File: src/rtl/ad_preprocess_scheduler.sv
// Frame scheduler sharing one fix-to-float/gain datapath across CH_NUM AD channels.
// Optional WAIT timeout with sticky err: define AD_SCHED_TIMEOUT_EN.
//
// state   | meaning
// IDLE    | waiting for an accepted sta
// ISSUE   | pp_sta pulse for the lowest pending channel
// WAIT    | waiting for pp_done of the current channel
// DONE    | done_sig pulse, frame complete
module ad_preprocess_scheduler #(
    parameter int CH_NUM = 4,
    parameter int AD_W   = 19,
    parameter int FW     = 32
`ifdef AD_SCHED_TIMEOUT_EN
    , parameter int TIMEOUT_CYC = 64
`endif
) (
    input  logic                   clk,
    input  logic                   rst,
    input  logic                   sta,
    input  logic [CH_NUM-1:0]      ch_mask,
    input  logic [CH_NUM*AD_W-1:0] ad_mean_bus,
    input  logic [CH_NUM*FW-1:0]   times_bus,
    output logic                   pp_sta,
    output logic [AD_W-1:0]        pp_ad_mean,
    output logic [FW-1:0]          pp_times,
    input  logic [FW-1:0]          pp_result,
    input  logic                   pp_done,
    output logic [CH_NUM*FW-1:0]   result_bus,
    output logic [CH_NUM-1:0]      result_valid,
    output logic                   busy,
    output logic                   done_sig,
    output logic                   overrun,
    output logic                   err
);

    localparam int CW = (CH_NUM > 1) ? $clog2(CH_NUM) : 1;

    localparam logic [1:0] S_IDLE  = 2'd0;
    localparam logic [1:0] S_ISSUE = 2'd1;
    localparam logic [1:0] S_WAIT  = 2'd2;
    localparam logic [1:0] S_DONE  = 2'd3;

    logic [1:0]           state_q, state_d;
    logic [CH_NUM-1:0]    pend_q, pend_d;
    logic [CW-1:0]        ch_q, ch_d;
    logic [AD_W-1:0]      pp_mean_q, pp_mean_d;
    logic [FW-1:0]        pp_times_q, pp_times_d;
    logic [AD_W-1:0]      mean_q [CH_NUM];
    logic [FW-1:0]        gain_q [CH_NUM];
    logic [CH_NUM*FW-1:0] res_q;
    logic [CH_NUM-1:0]    rv_q;
    logic                 ovr_q;
    logic                 accept, ch_ok, ch_to, ch_end;

    function automatic logic [CW-1:0] lowest(input logic [CH_NUM-1:0] v);
        lowest = '0;
        for (int k = CH_NUM - 1; k >= 0; k--) begin
            if (v[k]) lowest = CW'(k);
        end
    endfunction

    assign accept = sta && (state_q == S_IDLE);
    assign ch_ok  = (state_q == S_WAIT) && pp_done;
    assign ch_end = ch_ok || ch_to;

`ifdef AD_SCHED_TIMEOUT_EN
    localparam int TW = $clog2(TIMEOUT_CYC + 1);
    logic [TW-1:0] tmo_q;
    logic          err_q;

    // Loaded while in ISSUE so WAIT sees exactly TIMEOUT_CYC cycles before giving up.
    always_ff @(posedge clk or negedge rst) begin
        if (!rst) begin
            tmo_q <= '0;
            err_q <= 1'b0;
        end else begin
            if (state_q == S_ISSUE)
                tmo_q <= TW'(TIMEOUT_CYC - 1);
            else if (state_q == S_WAIT && tmo_q != '0)
                tmo_q <= tmo_q - 1'b1;
            if (accept)
                err_q <= 1'b0;
            else if (ch_to)
                err_q <= 1'b1;
        end
    end

    assign ch_to = (state_q == S_WAIT) && !pp_done && (tmo_q == '0);
    assign err   = err_q;
`else
    assign ch_to = 1'b0;
    assign err   = 1'b0;
`endif

    always_comb begin
        state_d    = state_q;
        pend_d     = pend_q;
        ch_d       = ch_q;
        pp_mean_d  = pp_mean_q;
        pp_times_d = pp_times_q;
        case (state_q)
            S_IDLE: begin
                if (sta) begin
                    pend_d = ch_mask;
                    if (ch_mask == '0) begin
                        state_d = S_DONE;
                    end else begin
                        state_d    = S_ISSUE;
                        ch_d       = lowest(ch_mask);
                        pp_mean_d  = ad_mean_bus[int'(ch_d)*AD_W +: AD_W];
                        pp_times_d = times_bus[int'(ch_d)*FW +: FW];
                    end
                end
            end
            S_ISSUE: state_d = S_WAIT;
            S_WAIT: begin
                if (ch_end) begin
                    pend_d = pend_q & ~(CH_NUM'(1) << ch_q);
                    if (pend_d != '0) begin
                        state_d    = S_ISSUE;
                        ch_d       = lowest(pend_d);
                        pp_mean_d  = mean_q[ch_d];
                        pp_times_d = gain_q[ch_d];
                    end else begin
                        state_d = S_DONE;
                    end
                end
            end
            default: state_d = S_IDLE;
        endcase
    end

    always_ff @(posedge clk or negedge rst) begin
        if (!rst) begin
            state_q    <= S_IDLE;
            pend_q     <= '0;
            ch_q       <= '0;
            pp_mean_q  <= '0;
            pp_times_q <= '0;
            res_q      <= '0;
            rv_q       <= '0;
            ovr_q      <= 1'b0;
            for (int k = 0; k < CH_NUM; k++) begin
                mean_q[k] <= '0;
                gain_q[k] <= '0;
            end
        end else begin
            state_q    <= state_d;
            pend_q     <= pend_d;
            ch_q       <= ch_d;
            pp_mean_q  <= pp_mean_d;
            pp_times_q <= pp_times_d;
            if (accept) begin
                rv_q  <= '0;
                ovr_q <= 1'b0;
                for (int k = 0; k < CH_NUM; k++) begin
                    mean_q[k] <= ad_mean_bus[k*AD_W +: AD_W];
                    gain_q[k] <= times_bus[k*FW +: FW];
                end
            end else if (sta) begin
                ovr_q <= 1'b1;
            end
            if (ch_ok) begin
                res_q[int'(ch_q)*FW +: FW] <= pp_result;
                rv_q[ch_q]                 <= 1'b1;
            end
        end
    end

    assign pp_sta       = (state_q == S_ISSUE);
    assign done_sig     = (state_q == S_DONE);
    assign busy         = (state_q != S_IDLE) || accept;
    assign pp_ad_mean   = pp_mean_q;
    assign pp_times     = pp_times_q;
    assign result_bus   = res_q;
    assign result_valid = rv_q;
    assign overrun      = ovr_q;

endmodule

File: config.mk
export PLATFORM = sky130hd
export DESIGN_NAME = ad_preprocess_scheduler
export DESIGN_NICKNAME = d
export VERILOG_FILES = /design/src/rtl/ad_preprocess_scheduler.sv
export SDC_FILE = /design/constraint.sdc
export NUM_CORES = 1
export LEC_CHECK = 0
export ABC_AREA = 1
export CAP_MARGIN = 20
export CELL_PAD_IN_SITES_DETAIL_PLACEMENT = 1
export CELL_PAD_IN_SITES_GLOBAL_PLACEMENT = 2
export CORE_MARGIN = 2
export CORE_UTILIZATION = 29
export CTS_CLUSTER_DIAMETER = 100
export DETAILED_ROUTE_END_ITERATION = 8
export PLACE_DENSITY = 0.78
export SLEW_MARGIN = 20
export SYNTH_ARGS = -nofsm -noshare
export SYNTH_HDL_FRONTEND = slang
export SYNTH_SLANG_ARGS = --single-unit
File: constraint.sdc
create_clock -name clk -period 3 [get_ports clk]
set_input_delay 0.6 -clock clk [delete_from_list [all_inputs] [get_ports clk]]
set_output_delay 0.6 -clock clk [all_outputs]
set_load 0.02 [all_outputs]
Word-level counts from Yosys, hierarchy flattened
Index checks and enable logic that the tools add are counted.

operators by class
  add/sub/neg operators = 1
  multipliers = 1
  $lt $le $gt $ge = 3
  equal/unequal tests = 7
  shift operators = 5
  mux-type cells = 50
  bitwise operators = 4
  reductions and logical operators = 13

operator list
  operator                   count
  $mux 32                    6
  $bwmux 128                 1
  $shift 32x33->128 const A  1
  $shiftx 128x8->32          1
  $shiftx 32x33->128         1
  $mux 19                    6
  $shiftx 76x8->19           1
  $bmux 32 s2                1
  $pmux 32 s2                1
  $mux 2                     22
  $bmux 19 s2                1
  $pmux 19 s2                1
  $neg 7->33                 1
  $mux 4                     4
  $pmux 4 s2                 1
  $mul 2x5->7 const B        1
  $ne 2x2->1 const B         3
  $pmux 2 s3                 1
  $reduce_bool 2->1          3
  $reduce_and 5->1           1
  $and 4x4->4                1
  $eq 2x2->1 const B         2
  $logic_not 4->1            1
  $not 4->4                  1
  17 further kinds           21

word-level totals
  register bits after elaboration = 396
  input port bits = 244
  output and inout port bits = 188

Logic depth before layout (Yosys ltp)
Gate-level depths: netlist (run 1).

  depth after elaboration = 17
  gate-level depth with buffers = 16
  depth with buffers taken out = 13

Worst setup path after synthesis (run 1)
No wires, ideal clock.

  path kind = flip-flop to flip-flop
  start = reg ch_q[0]
  end = reg pp_mean_q[0], in the netlist pp_ad_mean[0]
  library setup time = 0.118 ns
  data arrival time = 2.390 ns
  required time = 2.882 ns
  slack = 0.492 ns
  stages on the path, launching flop included = 14
  path buffers = 3
  clock period less this slack = 2.508 ns
  cells stage by stage = dfrtp_1 > clkbuf_1 > clkbuf_1 > inv_1 > ha_1 > inv_2 > nand2_2 > nand2_1 > nor2_2 > nor2_2 > clkbuf_1 > nand3_1 > nand4_1 > nand2_1

between the ends
  longest elaborated chain between the ends = 17

ends and longest elaborated chain
  what                                         line  source
  start: declaration                           45    logic [CW-1:0] ch_q, ch_d;
  start signal: assignment                     150   ch_q <= ch_d;
  $shl 1x2->4 *                                118   pend_d = pend_q & ~(CH_NUM'(1) << ch_q);
  $not 4->4 *                                  118
  $and 4x4->4 *                                118
  $mux 2 (4 in series)                         58    if (v[k]) lowest = CW'(k);
  $mux 2                                       119   if (pend_d != '0) begin
  $mux 2                                       117   if (ch_end) begin
  $mux 2                                       101   case (state_q)
  $not 2->3 (not written as such)              122   pp_mean_d = mean_q[ch_d];
  $bmux 19 s2                                  122
  $mux 19 (not written as such) (2 in series)  122
  $mux 19                                      119
  $mux 19                                      117
  $pmux 19 s2                                  101
  end signal: assignment                       151   pp_mean_q <= pp_mean_d;
  end: declaration                             46    logic [AD_W-1:0] pp_mean_q, pp_mean_d;

Mark *: on every way between the ends. The rest lies on a longest branch, timed or not. The select of a mux whose other input is x is not followed.
A chain may end at the register's enable or synchronous reset.

Worst setup path in the final report (run 1)
  start = in sta
  end = out busy

between the ends
  longest elaborated chain between the ends = 2

ends and longest elaborated chain
  what                line  source
  start: declaration  19    input logic sta,
  $logic_and 1x1->1   62    assign accept = sta && (state_q == S_IDLE);
  $logic_or 1x1->1    172   assign busy = (state_q != S_IDLE) || accept;
  end: declaration    30    output logic busy,

No other way between the ends.

==> flow_summary.yaml, run 1 <==
status:
  status: "finished, final reports clean"
critical_path:
  worst-path-max-fanout: 2
  startpoint_type: "input pin"
  crit_arrival_ns: 2.19
  cp.required_ns: 2.40
  r2r.worst_path.cells: 6
  crit_type: "input pin to output port"
  end_kind: "output port"
  worstReg2RegStart: "ch_q[0]"
  rr_endpoint: "result_bus[113]"
  r2r_setup_slack_ns: 0.38
placement:
  portBuffers: 430
  routabilityCongestion: 0.819
  hpwl_um: 55800
logic_synthesis:
  synth.avg_cell_area_um2: 7.54
  syn_inst: 2669
  ys_types: 27
  synthTopCellsByArea: "dfrtp_1, nand3_1, nand2_1, o21ai_0, inv_1"
  synth_area_leader_cell: "dfrtp_1"
  yosysWarnings: 0
  ys_seq_area_frac: 0.492
  ys.flop_type: "dfrtp_1"
  yosys-top-cells-count: "nand2_1, nand3_1, dfrtp_1, inv_1, o21ai_0"
  synth_top_area_share: 0.492
  syn_nets: 2921
  async_flop_share: 1.00
  synth_edf_count: 0
  syn-cell-area_um2: 20100
  yosysMostFrequentCell: "nand2_1"
  ys_ff_latch: 396
sta:
  skew_ns: 0.0244
  worst_pin_slew_ns: 0.745
  setup_viol: 0
  slew_headroom: 0.504
  hold_ws_ns: 0.480
  tns_ns: 0
  rsz0062_at_grt: "false"
  maxSlewViolCount: 0
  period_needed_ns: 2.79
  finalHoldViolCount: 0
  max_freq_ghz: 0.358
  period_share: 0.930
clocking:
  clockRootBuffer: "clkbuf_16"
  clk_pin_slew_ns: 0.06
  cts_buffers: 49
  cts_sinks: 396
  clock_path_buffers: 3
  tritoncts: "yes"
  cts_setup_buffers: 0
  cts.htree.levels: 2
  clkLatencyLatePin_ns: 0.59
detailed_routing:
  postRouteAntennaNets: 0
  route.detailed.drc: 0
  viasPerCell: 5.03
  drt-wirelength-per-cell_um: 21.2
  vias: 20100
  drt-met1-wl_um: 37500
  wl_met3_um: 4630
  routed.top_layer: "met5"
  first_pass_iters: 5
  wirelength_um: 84500
  drt_iter0_drc: 1302
  wl_met2_um: 40300
floorplanning:
  io_pins: 432
  rows: 96
  core_area_um2: 68700
  die_w_um: 267
  die_h_um: 267
  start_util: 0.293
  die_area_um2: 71500
min_path:
  min_delay_path_depth: 2
  hold_class: "flip-flop to flip-flop"
  min_to: "pp_times[19]"
  worstHoldStart: "pp_times[19]"
grt:
  grt_first_pass_wirelength_um: 129000
  antenna_found_initial: 10
  grt_max_degree: 154
  first_global_vias: 21400
  gr-total-overflow: 0
  track_usage: 0.235
cells_and_area:
  fillers: 8277
  drive_above_1_share: 0.0554
  nNetsFinal: 3265
  synthToLayoutAreaGrowth_pct: 35.7
power_and_ir_drop:
  ir_worst_vdd_mv: 0.788
  total_power_w: 0.0295
  p_leak_nw: 13.1
  p_per_area_nw_per_um2: 1080
job:
  cap_violations: 0
[what timing repair did]
item / in CTS / in global routing
resized for setup: 0 / 2
hold buffers: 1 / 0
endpoints found under the setup margin: 0 / 29
endpoints found under the hold margin: 29 / 0
[cell families after synthesis]
group,count (synthesis),synth area share
DFF,396,0.492
other,1,0.000186
AOI/OAI and AO/OA,408,0.109
and+or+nand+nor,1297,0.283
buffers and inverters,559,0.110
adders and majority gates,8,0.00497
[stage by stage]
stage               instances  worst slack, ns  instance area (um^2)  utilization
floorplan                2669            0.492                 20100            -
global placement         3892            0.233                 25600        0.372
detailed placement       3892            0.241                 25600        0.372
CTS                      3981            0.217                 27300        0.397
global route             3985            0.169                 27300        0.398
finish                   3987            0.209                 27300        0.398
[registers in the layout, indices dropped and copies added, names as in the netlist]
name,count
gain_q,128
result_bus,128
mean_q,76
pp_times,32
pp_ad_mean,19
pend_q,4
result_valid,4
ch_q,2
state_q,2
overrun,1
[critical path: stages]
cell and delay, ns:
clkdlybuf4s50_1 0.59, inv_1 0.13, nand2_1 0.21, clkdlybuf4s50_1 0.65
[routing by layer]
layer  up-vias  global-route usage
li1       9278                   -
met1     10100               0.309
met2       565               0.394
met3       115              0.0419
met4         8              0.0667
met5         -                   0
[placed cells by master (no fill, tap or decap), types with 11 or more instances in the layout]
cell type        count
clkdlybuf4s50_1    429
o21ai_0            331
buf_12              25
o21ai_1             16
inv_1              340
buf_4               34
nand3_1            548
nand4_1             34
dfrtp_1            396
o21a_1              56
nand2_1            684
clkbuf_8            11
clkinv_1            13
clkbuf_16           51
[report_power, final]
| part | internal [W] | switching (W) | total [W] |
|---|---|---|---|
| logic | 0.00504 | 0.00908 | 0.0141 |
| registers | 0.00780 | 0.00129 | 0.00909 |
| clock network | 0.00388 | 0.00245 | 0.00633 |
[cell type report]
cell class,instances,area (um^2),area share
Timing Repair Buffer,490,5070,0.186
Clock inverter,16,240,0.00879
Clock buffer,72,1470,0.0536
Multi-Input combinational cell,1714,8080,0.296
Sequential cell,396,9910,0.363
Antenna cell,6,15.0,0.000550
Tap cell,931,1160,0.0426
Inverter,362,1370,0.0502
[how the worst max path moves through the flow]
stage	from	endpoint	slack [ns]	cells after the start
2_1_floorplan	ch_q[0]	pp_ad_mean[0]	0.49	13
3_3_place_gp	sta	busy	0.23	4
3_5_place_dp	sta	busy	0.24	4
4_1_cts	state_q[1]	busy	0.22	4
5_1_grt	state_q[1]	busy	0.17	4
6_report	sta	busy	0.21	4
Note: power is estimated with default switching activity, not from simulation.
==> run 2, diff against run 1 <==
--- a/config.mk
+++ b/config.mk
@@ -14,6 +14,7 @@
 export CTS_CLUSTER_DIAMETER = 100
 export DETAILED_ROUTE_END_ITERATION = 8
 export PLACE_DENSITY = 0.78
+export RECOVER_POWER = 50
 export SLEW_MARGIN = 20
 export SYNTH_ARGS = -nofsm -noshare
 export SYNTH_HDL_FRONTEND = slang
==> run 2 against run 1 <==
Effect of this change:
- the run now ends with capacitance limit, slew limit left
- routed wire length about the same
- design area decreased by 0.20%
- count of clock-buffer cells in the layout unchanged
- power about the same
- clock power about the same
- critical path depth unchanged
- critical endpoint unchanged
- largest cell class unchanged
==> flow_summary.yaml, run 2 (synthesis gave the netlist of run 1 again) <==
status:
  status: "finished, violations left"
  violations: "capacitance limit, slew limit"
floorplanning:
  rows: 96
  die_w_um: 267
  io_pins: 432
  die_h_um: 267
  die_area_um2: 71500
  core_area_um2: 68700
  start_util: 0.293
grt:
  grt_first_pass_wirelength_um: 129000
  gr-total-overflow: 0
  track_usage: 0.235
  first_global_vias: 21400
  grt_max_degree: 154
  antenna_found_initial: 10
power_and_ir_drop:
  p_per_area_nw_per_um2: 1080
  p_leak_nw: 13.1
  ir_worst_vdd_mv: 0.788
  total_power_w: 0.0295
critical_path:
  worst-path-max-fanout: 2
  cp-endpoint: "busy"
  end_kind: "output port"
  startpoint_type: "input pin"
  worstSetupStartpoint: "sta"
  cp.required_ns: 2.40
  r2r_setup_slack_ns: 0.37
  worstReg2RegStart: "ch_q[0]"
  crit_slowest_cell: "dlygate4sd3_1"
  critical-path-max-stage-delay_ns: 0.65
  rr_endpoint: "result_bus[113]"
  cp_cell_sequence: "dlygate4sd3_1 -> inv_1 -> nand2_1 -> clkdlybuf4s50_1"
  r2r.worst_path.cells: 6
  crit_type: "input pin to output port"
  crit_arrival_ns: 2.22
placement:
  hpwl_um: 55800
  routabilityCongestion: 0.819
  portBuffers: 430
job:
  cap_violations: 1
cells_and_area:
  layout_commonest_cell: "nand2_1"
  synthToLayoutAreaGrowth_pct: 35.5
  nNetsFinal: 3265
  fillers: 8281
  layout_common_cells: "nand2_1, nand3_1, clkdlybuf4s50_1"
  drive_above_1_share: 0.0548
clocking:
  tritoncts: "yes"
  cts_setup_buffers: 0
  cts_sinks: 396
  clk_pin_slew_ns: 0.06
  cts.htree.levels: 2
  clkLatencyLatePin_ns: 0.59
  clock_path_buffers: 3
  clockRootBuffer: "clkbuf_16"
  cts_buffers: 49
sta:
  skew_ns: 0.0234
  setup_viol: 0
  tns_ns: 0
  rsz0062_at_grt: "false"
  max_freq_ghz: 0.355
  slew_headroom: -0.250
  maxSlewViolCount: 53
  worst_pin_slew_ns: 1.87
  finalHoldViolCount: 0
  period_share: 0.939
  period_needed_ns: 2.82
detailed_routing:
  first_pass_iters: 5
  route.detailed.drc: 0
  vias: 20000
  postRouteAntennaNets: 0
  wirelength_um: 84600
  viasPerCell: 5.02
  drt-wirelength-per-cell_um: 21.2
  drt_iter0_drc: 1320
min_path:
  hold_class: "flip-flop to flip-flop"
## run 2: where the power goes
| group | internal [W] | switching [W] |
|---|---|---|
| clock network | 0.00388 | 0.00246 |
| logic | 0.00502 | 0.00907 |
| registers | 0.00780 | 0.00128 |
| total | 0.0167 | 0.0128 |
## run 2: repair_timing
item	in CTS	in global routing
endpoints found under the hold margin	29	0
gates resized for setup	0	2
hold buffers	1	0
endpoints found under the setup margin	0	29
## run 2: layout make-up
cell class,count,area (um^2),share of cell area
Timing Repair Buffer,490,5040,0.185
Antenna cell,6,15.0,0.000551
Sequential cell,396,9910,0.363
Inverter,362,1370,0.0502
Clock inverter,16,240,0.00881
Tap cell,931,1160,0.0427
Multi-Input combinational cell,1714,8060,0.296
Clock buffer,72,1470,0.0537
## run 2: per-layer routing
metal / GRT usage / part of all wire
met1: 0.309 / 0.45
met2: 0.394 / 0.48
met3: 0.0419 / 0.055
met4: 0.0667 / 0.024
met5: 0 / 0.00059
## run 2: critical path: cells and delay by family
family	cells	cell delay, ns
buf+inv	3	1.40
simple gates	1	0.20
## run 2: per-stage QoR
step | util | hold WS (ns) | area, um^2 | worst slack [ns] | instances
floorplan | - | 0.304 | 20100 | 0.492 | 2669
global placement | 0.372 | 0.464 | 25600 | 0.233 | 3892
detailed placement | 0.372 | 0.468 | 25600 | 0.241 | 3892
CTS | 0.397 | 0.485 | 27300 | 0.217 | 3981
global route | 0.397 | 0.504 | 27300 | 0.0980 | 3985
finish | 0.397 | 0.480 | 27300 | 0.183 | 3987
## run 2: worst min-delay path by stage
stage	start	end	slack, ns	cells after the start
finish	pp_times[19]	pp_times[19]	0.48	2
global route	result_bus[114]	result_bus[114]	0.50	1
CTS	pp_ad_mean[5]	pp_ad_mean[5]	0.48	2
detailed placement	pp_times[19]	pp_times[19]	0.47	2
global placement	pp_times[19]	pp_times[19]	0.46	2
floorplan	rst	ch_q[0]	0.30	0
==> edit: new RTL, settings of run 2 <==
The parameter `AD_W` goes from 19 to 38.
--- a/src/rtl/ad_preprocess_scheduler.sv
+++ b/src/rtl/ad_preprocess_scheduler.sv
@@ -9,5 +9,5 @@
 module ad_preprocess_scheduler #(
     parameter int CH_NUM = 4,
-    parameter int AD_W   = 19,
+    parameter int AD_W   = 38,
     parameter int FW     = 32
 `ifdef AD_SCHED_TIMEOUT_EN
Interface: changed (resized ad_mean_bus and pp_ad_mean); port bits go from 432 to 527. The function was not compared with the original's and may differ.
==> edit against run 2 <==
  * The run still ends with max-capacitance violations, max-slew violations left
  * Clock power grew 16%
  * Power grew 22%
  * Global-route usage grew 0.39 points
  * Setup slack lost 37 ps
  * Maximum frequency shrank 1.3%
  * Sequential cell count grew 95
  * Area after synthesis grew 25%
  * Register-to-register slack lost 30 ps
  * Combinational power grew 23%
  * Routed wire length grew 28%
  * Cell area grew 24%
  * Largest cell class unchanged
  * Highest routed layer unchanged
==> edit: results (changes against run 2) <==
GRT
  • Initial antenna violation count: 14 (was 10)
  • Tot GR Track Use: 23.86% (was 23.47%)
  • Number of global-route vias before repair: 25660 (was 21370)
  • Largest net degree at the start of global routing: 142 (was 154)
  • First-pass GRT wire length: 163.9 mm (was 129.2 mm)

Clock network
  • Clk_lat worst skew: 640 ps (was 590 ps)
  • Number of buffers created by CTS: 61 (was 49)

STA
  • Hold_ws: 480.8 ps (was 479.9 ps)
  • Relative slew margins: -37.14% (was -24.99%)
  • Fin crit share: 95.12% (was 93.89%)
  • Pins Over Slew Limit: 53 (unchanged)

Detailed routing
  • DR vias/cell: 4.951 (was 5.024)
  • Iteration-0 DRC Markers: 1457 (was 1320)
  • First-pass DRT Iterations: 7 (was 5)
  • Total Wirelength: 108.6 mm (was 84.56 mm)

Job
  • Max Cap Viol: 1 (unchanged)

Placement
  • Placed cells: 4887 (was 3892)
  • Dpl ws: 327.8 ps (was 241.0 ps)
  • Placed cell area: 31930 sq um (was 25590 sq um)
  • IO buf count: 525 (was 430)

Worst setup path
  • Critical path origin: state_q[0]$_DFFE_PN0P_ (was sta)
  • Crit Path Category: reg2out (was in2out)
  • Reg2reg end: pp_times[28]$_DFFE_PN0P_ (was result_bus[113]$_DFFE_PN0P_)
  • CP max FO: 5 (was 2)
  • Crit path arrival time: 2250 ps (was 2220 ps)

Yosys
  • Distinct cells, synth: 26 (was 27)
  • Commonest cells in the synthesized netlist: 894 x nand2_1, 724 x nand3_1, 491 x dfrtp_1, 426 x inv_1, 401 x o21ai_0 (was 688 x nand2_1, 548 x nand3_1, 396 x dfrtp_1, 343 x inv_1, 331 x o21ai_0)
  • Sequential element share of the synthesized area: 48.76% (was 49.23%)

Run status
  • Outcome: complete, but fails checks (unchanged)
  • Failing checks: max-capacitance violations, max-slew violations (unchanged)

Cells and area
  • Share of layout cells above drive strength 1: 4.658% (was 5.475%)
  • Cell area after layout: 33800 sq um (was 27270 sq um)
  • FILL cells: 10510 (was 8281)

Min path
  • HP Start: gain_q[109]$_DFFE_PN0P_ (was pp_times[19]$_DFFE_PN0P_)
  • Hold Crit Endpoint: gain_q[109]$_DFFE_PN0P_ (was pp_times[19]$_DFFE_PN0P_)

Pwr
  • Max rail drop VDD: 0.0007118 V (was 0.0007881 V)
  • P_leak: 0.01618 uW (was 0.01310 uW)
edit: worst max-delay path by stage:
stage,to
floorplan,pp_ad_mean[12]$_DFFE_PN0P_
global placement,busy
detailed placement,busy
CTS,pp_sta
global route,gain_q[83]$_DFFE_PN0P_
finish,pp_sta
edit: power breakdown:
group	internal, uW	switching [uW]
Combinational	6120	11200
Sequential	9710	1650
Clock	4340	3040
edit: cell type report:
type                    instances  area share (%)
repair buffers                595           18.17
well taps                    1155           4.275
diodes                         11         0.08143
flip-flops and latches        491           36.35
clock inverters                17          0.5774
inverters                     464           5.175
clock buffers                  93           5.289
multi-input cells            2183           30.09
edit: worst max-delay path: stages, from the launching register on:
cell and delay [ps]:
dfrtp_1 440, inv_1 90, nor2_1 380, clkdlybuf4s50_1 710
edit: metal layers:
metal | up-vias | GRT usage (%) | wire length [um]
met2 | 610 | 39.62 | 51830
met4 | 8 | 7.881 | 3262
met5 | - | 0 | 46
met1 | 12300 | 31.30 | 47820
li1 | 11720 | - | -
met3 | 163 | 4.420 | 5667
